### config.mk
export PLATFORM = sky130hd
export DESIGN_NAME = fib_bcd_conv_flat
export DESIGN_NICKNAME = d
export VERILOG_FILES = /design/src/rtl/fib_bcd_conv_if.sv /design/src/rtl/fib_bcd_conv.sv /design/src/flat_wrapper.sv
export SDC_FILE = /design/constraint.sdc
export NUM_CORES = 1
export LEC_CHECK = 0
export CORE_MARGIN = 4
export CORE_UTILIZATION = 55
export CTS_CLUSTER_DIAMETER = 50
export DETAILED_ROUTE_END_ITERATION = 12
export GPL_ROUTABILITY_DRIVEN = 0
export PLACE_DENSITY = 0.88
export SYNTH_ARGS = -nofsm -noshare
export SYNTH_HDL_FRONTEND = slang
export SYNTH_SLANG_ARGS = --single-unit
### constraint.sdc
create_clock -name clk -period 2.3 [get_ports clk]
set_input_delay 0.46 -clock clk [delete_from_list [all_inputs] [get_ports clk]]
set_output_delay 0.46 -clock clk [all_outputs]
set_load 0.005 [all_outputs]
### src/rtl/fib_bcd_conv_if.sv
// Handshake bundle between the Fibonacci term source and the BCD converter.
// master drives terms and consumes results; slave is the converter side.
interface fib_bcd_conv_if #(
    parameter int N      = 16,
    parameter int DIGITS = 5
);
    logic [N-1:0]        in_data;
    logic                in_valid;
    logic                in_ready;
    logic [4*DIGITS-1:0] bcd_out;
    logic                out_valid;
    logic                out_ready;
    logic                ovr;
`ifdef FIB_BCD_BLANK_EN
    logic [DIGITS-1:0]   blank;

    modport master (
        output in_data, in_valid, out_ready,
        input  in_ready, bcd_out, out_valid, ovr, blank
    );
    modport slave (
        input  in_data, in_valid, out_ready,
        output in_ready, bcd_out, out_valid, ovr, blank
    );
`else
    modport master (
        output in_data, in_valid, out_ready,
        input  in_ready, bcd_out, out_valid, ovr
    );
    modport slave (
        input  in_data, in_valid, out_ready,
        output in_ready, bcd_out, out_valid, ovr
    );
`endif
endinterface

### src/rtl/fib_bcd_conv.sv
// Binary-to-packed-BCD converter (double-dabble), one term in flight; FIB_BCD_BLANK_EN adds leading-zero blanking.
// Latency: term accepted at edge k gives out_valid after edge k+N; accept-to-accept spacing is N+2 cycles.
// Backpressure: result held until out_ready; terms offered while busy are dropped and set sticky ovr.
module fib_bcd_conv #(
    parameter int N      = 16,
    parameter int DIGITS = 5
) (
    input  logic           clk,
    input  logic           rst,
    fib_bcd_conv_if.slave  bus
);
    localparam int BW = 4 * DIGITS;
    localparam int CW = $clog2(N + 1);

    typedef enum logic [1:0] {
        IDLE  = 2'd0,
        SHIFT = 2'd1,
        DONE  = 2'd2
    } state_t;

    state_t          state;
    logic [N-1:0]    sreg;
    logic [BW-1:0]   scratch;
    logic [BW-1:0]   adj;
    logic [BW-1:0]   nxt;
    logic [CW-1:0]   cnt;
    logic [BW-1:0]   bcd_q;
    logic            ovr_q;

    // Add-3 on every digit >=5 so the following left shift carries correctly into the next digit.
    always_comb begin
        adj = scratch;
        for (int i = 0; i < DIGITS; i++) begin
            if (scratch[4*i +: 4] >= 4'd5) begin
                adj[4*i +: 4] = scratch[4*i +: 4] + 4'd3;
            end
        end
        nxt = {adj[BW-2:0], sreg[N-1]};
    end

    always_ff @(posedge clk or negedge rst) begin
        if (!rst) begin
            state   <= IDLE;
            sreg    <= '0;
            scratch <= '0;
            cnt     <= '0;
            bcd_q   <= '0;
            ovr_q   <= 1'b0;
        end else begin
            ovr_q <= ovr_q | (bus.in_valid & (state != IDLE));
            case (state)
                IDLE: begin
                    if (bus.in_valid) begin
                        sreg    <= bus.in_data;
                        scratch <= '0;
                        cnt     <= '0;
                        state   <= SHIFT;
                    end
                end
                SHIFT: begin
                    scratch <= nxt;
                    sreg    <= {sreg[N-2:0], 1'b0};
                    cnt     <= cnt + CW'(1);
                    if (cnt == CW'(N - 1)) begin
                        bcd_q <= nxt;
                        state <= DONE;
                    end
                end
                DONE: begin
                    if (bus.out_ready) begin
                        state <= IDLE;
                    end
                end
                default: state <= IDLE;
            endcase
        end
    end

    assign bus.in_ready  = (state == IDLE);
    assign bus.out_valid = (state == DONE);
    assign bus.bcd_out   = bcd_q;
    assign bus.ovr       = ovr_q;

`ifdef FIB_BCD_BLANK_EN
    logic [DIGITS-1:0] blank_nxt;
    logic [DIGITS-1:0] blank_q;
    logic              hi_zero;

    // Digit 0 is never blanked so a zero result still shows one digit.
    always_comb begin
        blank_nxt = '0;
        hi_zero   = 1'b1;
        for (int i = DIGITS - 1; i >= 1; i--) begin
            hi_zero      = hi_zero & (nxt[4*i +: 4] == 4'd0);
            blank_nxt[i] = hi_zero;
        end
    end

    always_ff @(posedge clk or negedge rst) begin
        if (!rst) begin
            blank_q <= '0;
        end else if (state == SHIFT && cnt == CW'(N - 1)) begin
            blank_q <= blank_nxt;
        end
    end

    assign bus.blank = blank_q;
`endif
endmodule

### src/flat_wrapper.sv
// flat-port wrapper written by rule: the top's interface ports become plain ports
module fib_bcd_conv_flat 
#(
    parameter int N      = 16,
    parameter int DIGITS = 5
)
  (clk, rst, bus_in_data, bus_in_valid, bus_out_ready, bus_in_ready, bus_bcd_out, bus_out_valid, bus_ovr);
  fib_bcd_conv_if #(.N(N), .DIGITS(DIGITS)) bus_i ();
  input  logic clk;
  input  logic rst;
  input wire logic [$bits(bus_i.in_data)-1:0] bus_in_data;
  input wire logic [$bits(bus_i.in_valid)-1:0] bus_in_valid;
  input wire logic [$bits(bus_i.out_ready)-1:0] bus_out_ready;
  output wire logic [$bits(bus_i.in_ready)-1:0] bus_in_ready;
  output wire logic [$bits(bus_i.bcd_out)-1:0] bus_bcd_out;
  output wire logic [$bits(bus_i.out_valid)-1:0] bus_out_valid;
  output wire logic [$bits(bus_i.ovr)-1:0] bus_ovr;
  assign bus_i.in_data = bus_in_data;
  assign bus_i.in_valid = bus_in_valid;
  assign bus_i.out_ready = bus_out_ready;
  assign bus_in_ready = bus_i.in_ready;
  assign bus_bcd_out = bus_i.bcd_out;
  assign bus_out_valid = bus_i.out_valid;
  assign bus_ovr = bus_i.ovr;
  fib_bcd_conv #(.N(N), .DIGITS(DIGITS)) u_core (.clk(clk), .rst(rst), .bus(bus_i));
endmodule
==> flow_results.xml <==
<?xml version="1.0" encoding="UTF-8"?>
<metrics>
  <group name="global_routing">
    <metric name="vias_in_the_first_global_route" unit="">2521</metric>
    <metric name="gr-usage-met3" unit="">0.04047</metric>
    <metric name="number_of_antenna_violations_at_the_first_check_in_global_routing" unit="">0</metric>
    <metric name="grt_max_degree" unit="">65</metric>
    <metric name="total_global_routing_overflow" unit="">0</metric>
    <metric name="grtUsageTotal" unit="">0.2024</metric>
    <metric name="wire_length_of_the_first_global_routing_pass" unit="mm">11.52</metric>
    <metric name="routing_usage_on_met2" unit="">0.3442</metric>
    <metric name="groute.layer.met1.usage" unit="">0.2486</metric>
    <metric name="top_usage_layer" unit="">met2</metric>
  </group>
  <group name="yosys">
    <metric name="synthesis.area_per_instance" unit="um^2">10.13</metric>
    <metric name="yosysWarningCount" unit="">0</metric>
    <metric name="synthSimpleGateAreaFrac" unit="">0.1307</metric>
    <metric name="synth_seq_cells" unit="">64</metric>
    <metric name="synth.net_count" unit="">343</metric>
    <metric name="most_used_flip_flop_cell_after_synthesis" unit="">dfrtp_1</metric>
    <metric name="synthesis.area" unit="mm^2">0.003151</metric>
    <metric name="syn_inst" unit="">311</metric>
    <metric name="synth-async-reset-ratio" unit="">1.000</metric>
    <metric name="synthAdderAreaFrac" unit="">0.04766</metric>
    <metric name="synth_xor_area_frac" unit="">0.01390</metric>
    <metric name="sequential_to_total_area_share_from_yosys_stat" unit="">0.5083</metric>
    <metric name="fraction_of_the_mapped_netlist_area_in_compound_gates" unit="">0.1962</metric>
    <metric name="synth.distinct_cells" unit="">26</metric>
    <metric name="synth_enable_flop_cells" unit="">0</metric>
    <metric name="main_combinational_cell_family_by_area_after_synthesis" unit="">compound AO/OA/AOI/OAI gates</metric>
    <metric name="muxShareOfSynthArea" unit="">0.05997</metric>
  </group>
  <group name="power_and_ir_drop">
    <metric name="power_leakage" unit="uW">0.001773</metric>
    <metric name="ir_drop" unit="V">0.0006293</metric>
    <metric name="cellPowerDensity" unit="mW/mm^2">1430</metric>
    <metric name="p_total" unit="uW">5598</metric>
  </group>
  <group name="worst_setup_path">
    <metric name="r2r_setup_slack" unit="ns">0.39</metric>
    <metric name="reg2regPathDepth" unit="">5</metric>
    <metric name="worst_setup_path_end_kind" unit="">output pin</metric>
    <metric name="criticalPathCategory" unit="">reg -&gt; out</metric>
    <metric name="reg2reg_from" unit="">u_core.cnt[0]</metric>
    <metric name="worst_r2r_endpoint" unit="">u_core.bus.bcd_out[1]</metric>
    <metric name="worstPathMaxFanout" unit="">18</metric>
    <metric name="worst_ep_required_time" unit="ns">1.84</metric>
    <metric name="crit_path_start_kind" unit="">flop</metric>
    <metric name="cp.arrival" unit="ns">1.63</metric>
  </group>
  <group name="cells_and_area">
    <metric name="area_delta_synth_final" unit="%">24.27</metric>
    <metric name="post_route_cells_drive_above_1_share" unit="">0.1163</metric>
    <metric name="final_net_count" unit="">388</metric>
    <metric name="area.sequential" unit="mm^2">0.001604</metric>
    <metric name="layout_commonest_cell" unit="">dfrtp_1</metric>
    <metric name="total_inserted_antenna_cells" unit="">0</metric>
    <metric name="finalNonFillerCells" unit="">433</metric>
    <metric name="layout.cells.most_common_list" unit="">dfrtp_1, o21ai_0, clkdlybuf4s50_1, a21oi_1, nand2_1</metric>
    <metric name="nFillCells" unit="">406</metric>
    <metric name="area_used_by_multi_input_combinational_logic" unit="mm^2">0.001415</metric>
  </group>
  <group name="sta">
    <metric name="final_hold_viol_count" unit="">0</metric>
    <metric name="final-max-slew-violation-count" unit="">0</metric>
    <metric name="fin_crit_sh" unit="">0.9074</metric>
    <metric name="finalWorstPathRequiredPeriod" unit="ns">2.087</metric>
    <metric name="worst_slew_margin_rel" unit="">0.6673</metric>
    <metric name="setup-tns-final" unit="ns">0</metric>
    <metric name="setup_violations" unit="">0</metric>
    <metric name="final_critical_path_setup_slack" unit="ns">0.2131</metric>
    <metric name="hold_ws" unit="ns">0.1334</metric>
    <metric name="unrepaired_setup_endpoints_after_global_routing" unit="">no</metric>
    <metric name="worst_slew_pin_slew" unit="ns">0.4990</metric>
    <metric name="fin_skew" unit="ns">0.007749</metric>
    <metric name="timing.fmax" unit="GHz">0.4792</metric>
  </group>
  <group name="drt">
    <metric name="wire_per_inst" unit="um">15.43</metric>
    <metric name="drt-vias-per-instance" unit="">5.711</metric>
    <metric name="num_vias" unit="">2473</metric>
    <metric name="drt_first_iter_violations" unit="">78</metric>
    <metric name="number_of_nets_with_antenna_violations_after_routing" unit="">0</metric>
    <metric name="drt_drc_violations_left" unit="">0</metric>
    <metric name="routed_wl" unit="mm">6.680</metric>
    <metric name="drt_first_pass_iters" unit="">4</metric>
  </group>
  <group name="cts">
    <metric name="cts_buffers" unit="">9</metric>
    <metric name="ctsResizeCount" unit="">0</metric>
    <metric name="numClockSinks" unit="">64</metric>
    <metric name="clkTransAtPathRegs" unit="ns">0.07</metric>
    <metric name="clk_root_buffer_cell" unit="">clkbuf_8</metric>
    <metric name="cts-root-to-sink-buffers" unit="">2</metric>
    <metric name="cts_htree_levels" unit="">3</metric>
    <metric name="clk-insertion-delay-late" unit="ns">0.34</metric>
    <metric name="post_cts_hold_buffer_count" unit="">0</metric>
    <metric name="cts_post_setup_buffers_inserted" unit="">0</metric>
    <metric name="tritoncts" unit="">yes</metric>
  </group>
  <group name="floorplanning">
    <metric name="coreArea" unit="mm^2">0.005540</metric>
    <metric name="floorplan.die.width" unit="um">83.69</metric>
    <metric name="floorplan.initialDensity" unit="">0.5687</metric>
    <metric name="chipHeight" unit="um">83.69</metric>
    <metric name="floorplan.io_pins" unit="">43</metric>
    <metric name="die_footprint" unit="mm^2">0.007003</metric>
    <metric name="rows" unit="">27</metric>
  </group>
  <group name="placed_design">
    <metric name="dp_slack" unit="ns">0.3895</metric>
    <metric name="place.detailed.hpwl" unit="mm">4.477</metric>
    <metric name="post-place-cells" unit="">417</metric>
    <metric name="port_buffers" unit="">42</metric>
  </group>
  <group name="hold_path">
    <metric name="worst_hold_path_type" unit="">in -&gt; async</metric>
  </group>
  <group name="flow_run">
    <metric name="max-cap-violations" unit="">0</metric>
  </group>
  <group name="status">
    <metric name="status" unit="">finished clean</metric>
  </group>
</metrics>
-- how the worst max path moves through the flow --
stage	slack, ns	endpoint	startpoint
after floorplan	0.66	u_core.bus.bcd_out[10]	u_core.cnt[0]
after global placement	0.45	u_core.scratch[12]	bus_in_valid
after detailed placement	0.39	u_core.bus.bcd_out[1]	u_core.cnt[0]
after CTS	0.09	bus_out_valid	u_core.state[0]
after global routing	0.12	bus_out_valid	u_core.state[0]
final	0.21	bus_out_valid	u_core.state[0]
-- area by class of cell --
| type | count | share of cell area |
|---|---|---|
| Clock inverter | 5 | 0.02621 |
| Multi-Input combinational cell | 216 | 0.3615 |
| Inverter | 13 | 0.01246 |
| Sequential cell | 64 | 0.4097 |
| Timing Repair Buffer | 52 | 0.1285 |
| Clock buffer | 11 | 0.03867 |
| Tap cell | 72 | 0.02301 |
-- synthesized netlist by cell type, drive strengths merged, types with 6 or more instances --
library cell / instances / area [um^2]
dfrtp: 64 / 1602
o21ai: 48 / 240.2
a21oi: 30 / 150.1
nand2: 27 / 103.9
nor2b: 18 / 112.6
a22oi: 15 / 112.6
inv: 13 / 48.80
ha: 12 / 150.1
a22o: 11 / 96.34
buf: 11 / 61.31
mux2: 10 / 138.9
nor3b: 9 / 67.56
nand2b: 8 / 50.05
clkbuf: 7 / 26.28
nand3: 6 / 30.03
nor3: 6 / 30.03
-- worst max-delay path, cell delays in order (launching register included) --
cell and delay (ns):
dfrtp_2 0.52, nand2b_1 0.20, inv_1 0.07, clkdlybuf4s50_1 0.50
-- layer usage --
layer | part of all wire | routed length [um] | vias up
li1 | - | - | 1177
met1 | 0.43 | 2900 | 1212
met2 | 0.51 | 3375 | 69
met3 | 0.043 | 287 | 15
met4 | 0.018 | 117 | 0
met5 | 0 | 0 | -
-- power by group --
group | total, uW | switching (uW) | internal, uW | leakage (uW)
clock network | 1210 | 430 | 777 | 0.000126
logic | 2320 | 1100 | 1220 | 0.000831
registers | 2070 | 450 | 1620 | 0.000817
-- sequential cells by signal, indices dropped and copies added, names as in the netlist --
| register | cells |
|---|---|
| u_core.bus.ovr | 1 |
| u_core.scratch | 20 |
| u_core.state | 2 |
| u_core.sreg | 16 |
| u_core.bus.bcd_out | 20 |
| u_core.cnt | 5 |
-- cells by family (layout without fill, tap and decap cells) --
kind of cell,after synthesis,in the layout
AND/OR/NAND/NOR,78,78
adder cells (fa/ha/maj),12,12
flip-flops,64,64
XOR/XNOR,5,5
buffers and inverters,31,81
AO/OA/AOI/OAI,106,106
multiplexers,15,15
-- through the flow --
step	cell area [um^2]	util
after floorplan	3151	-
after global placement	3659	0.6603
after detailed placement	3659	0.6603
after CTS	3913	0.7062
after global routing	3915	0.7066
final	3915	0.7066
(Power assumes the default switching activity.)
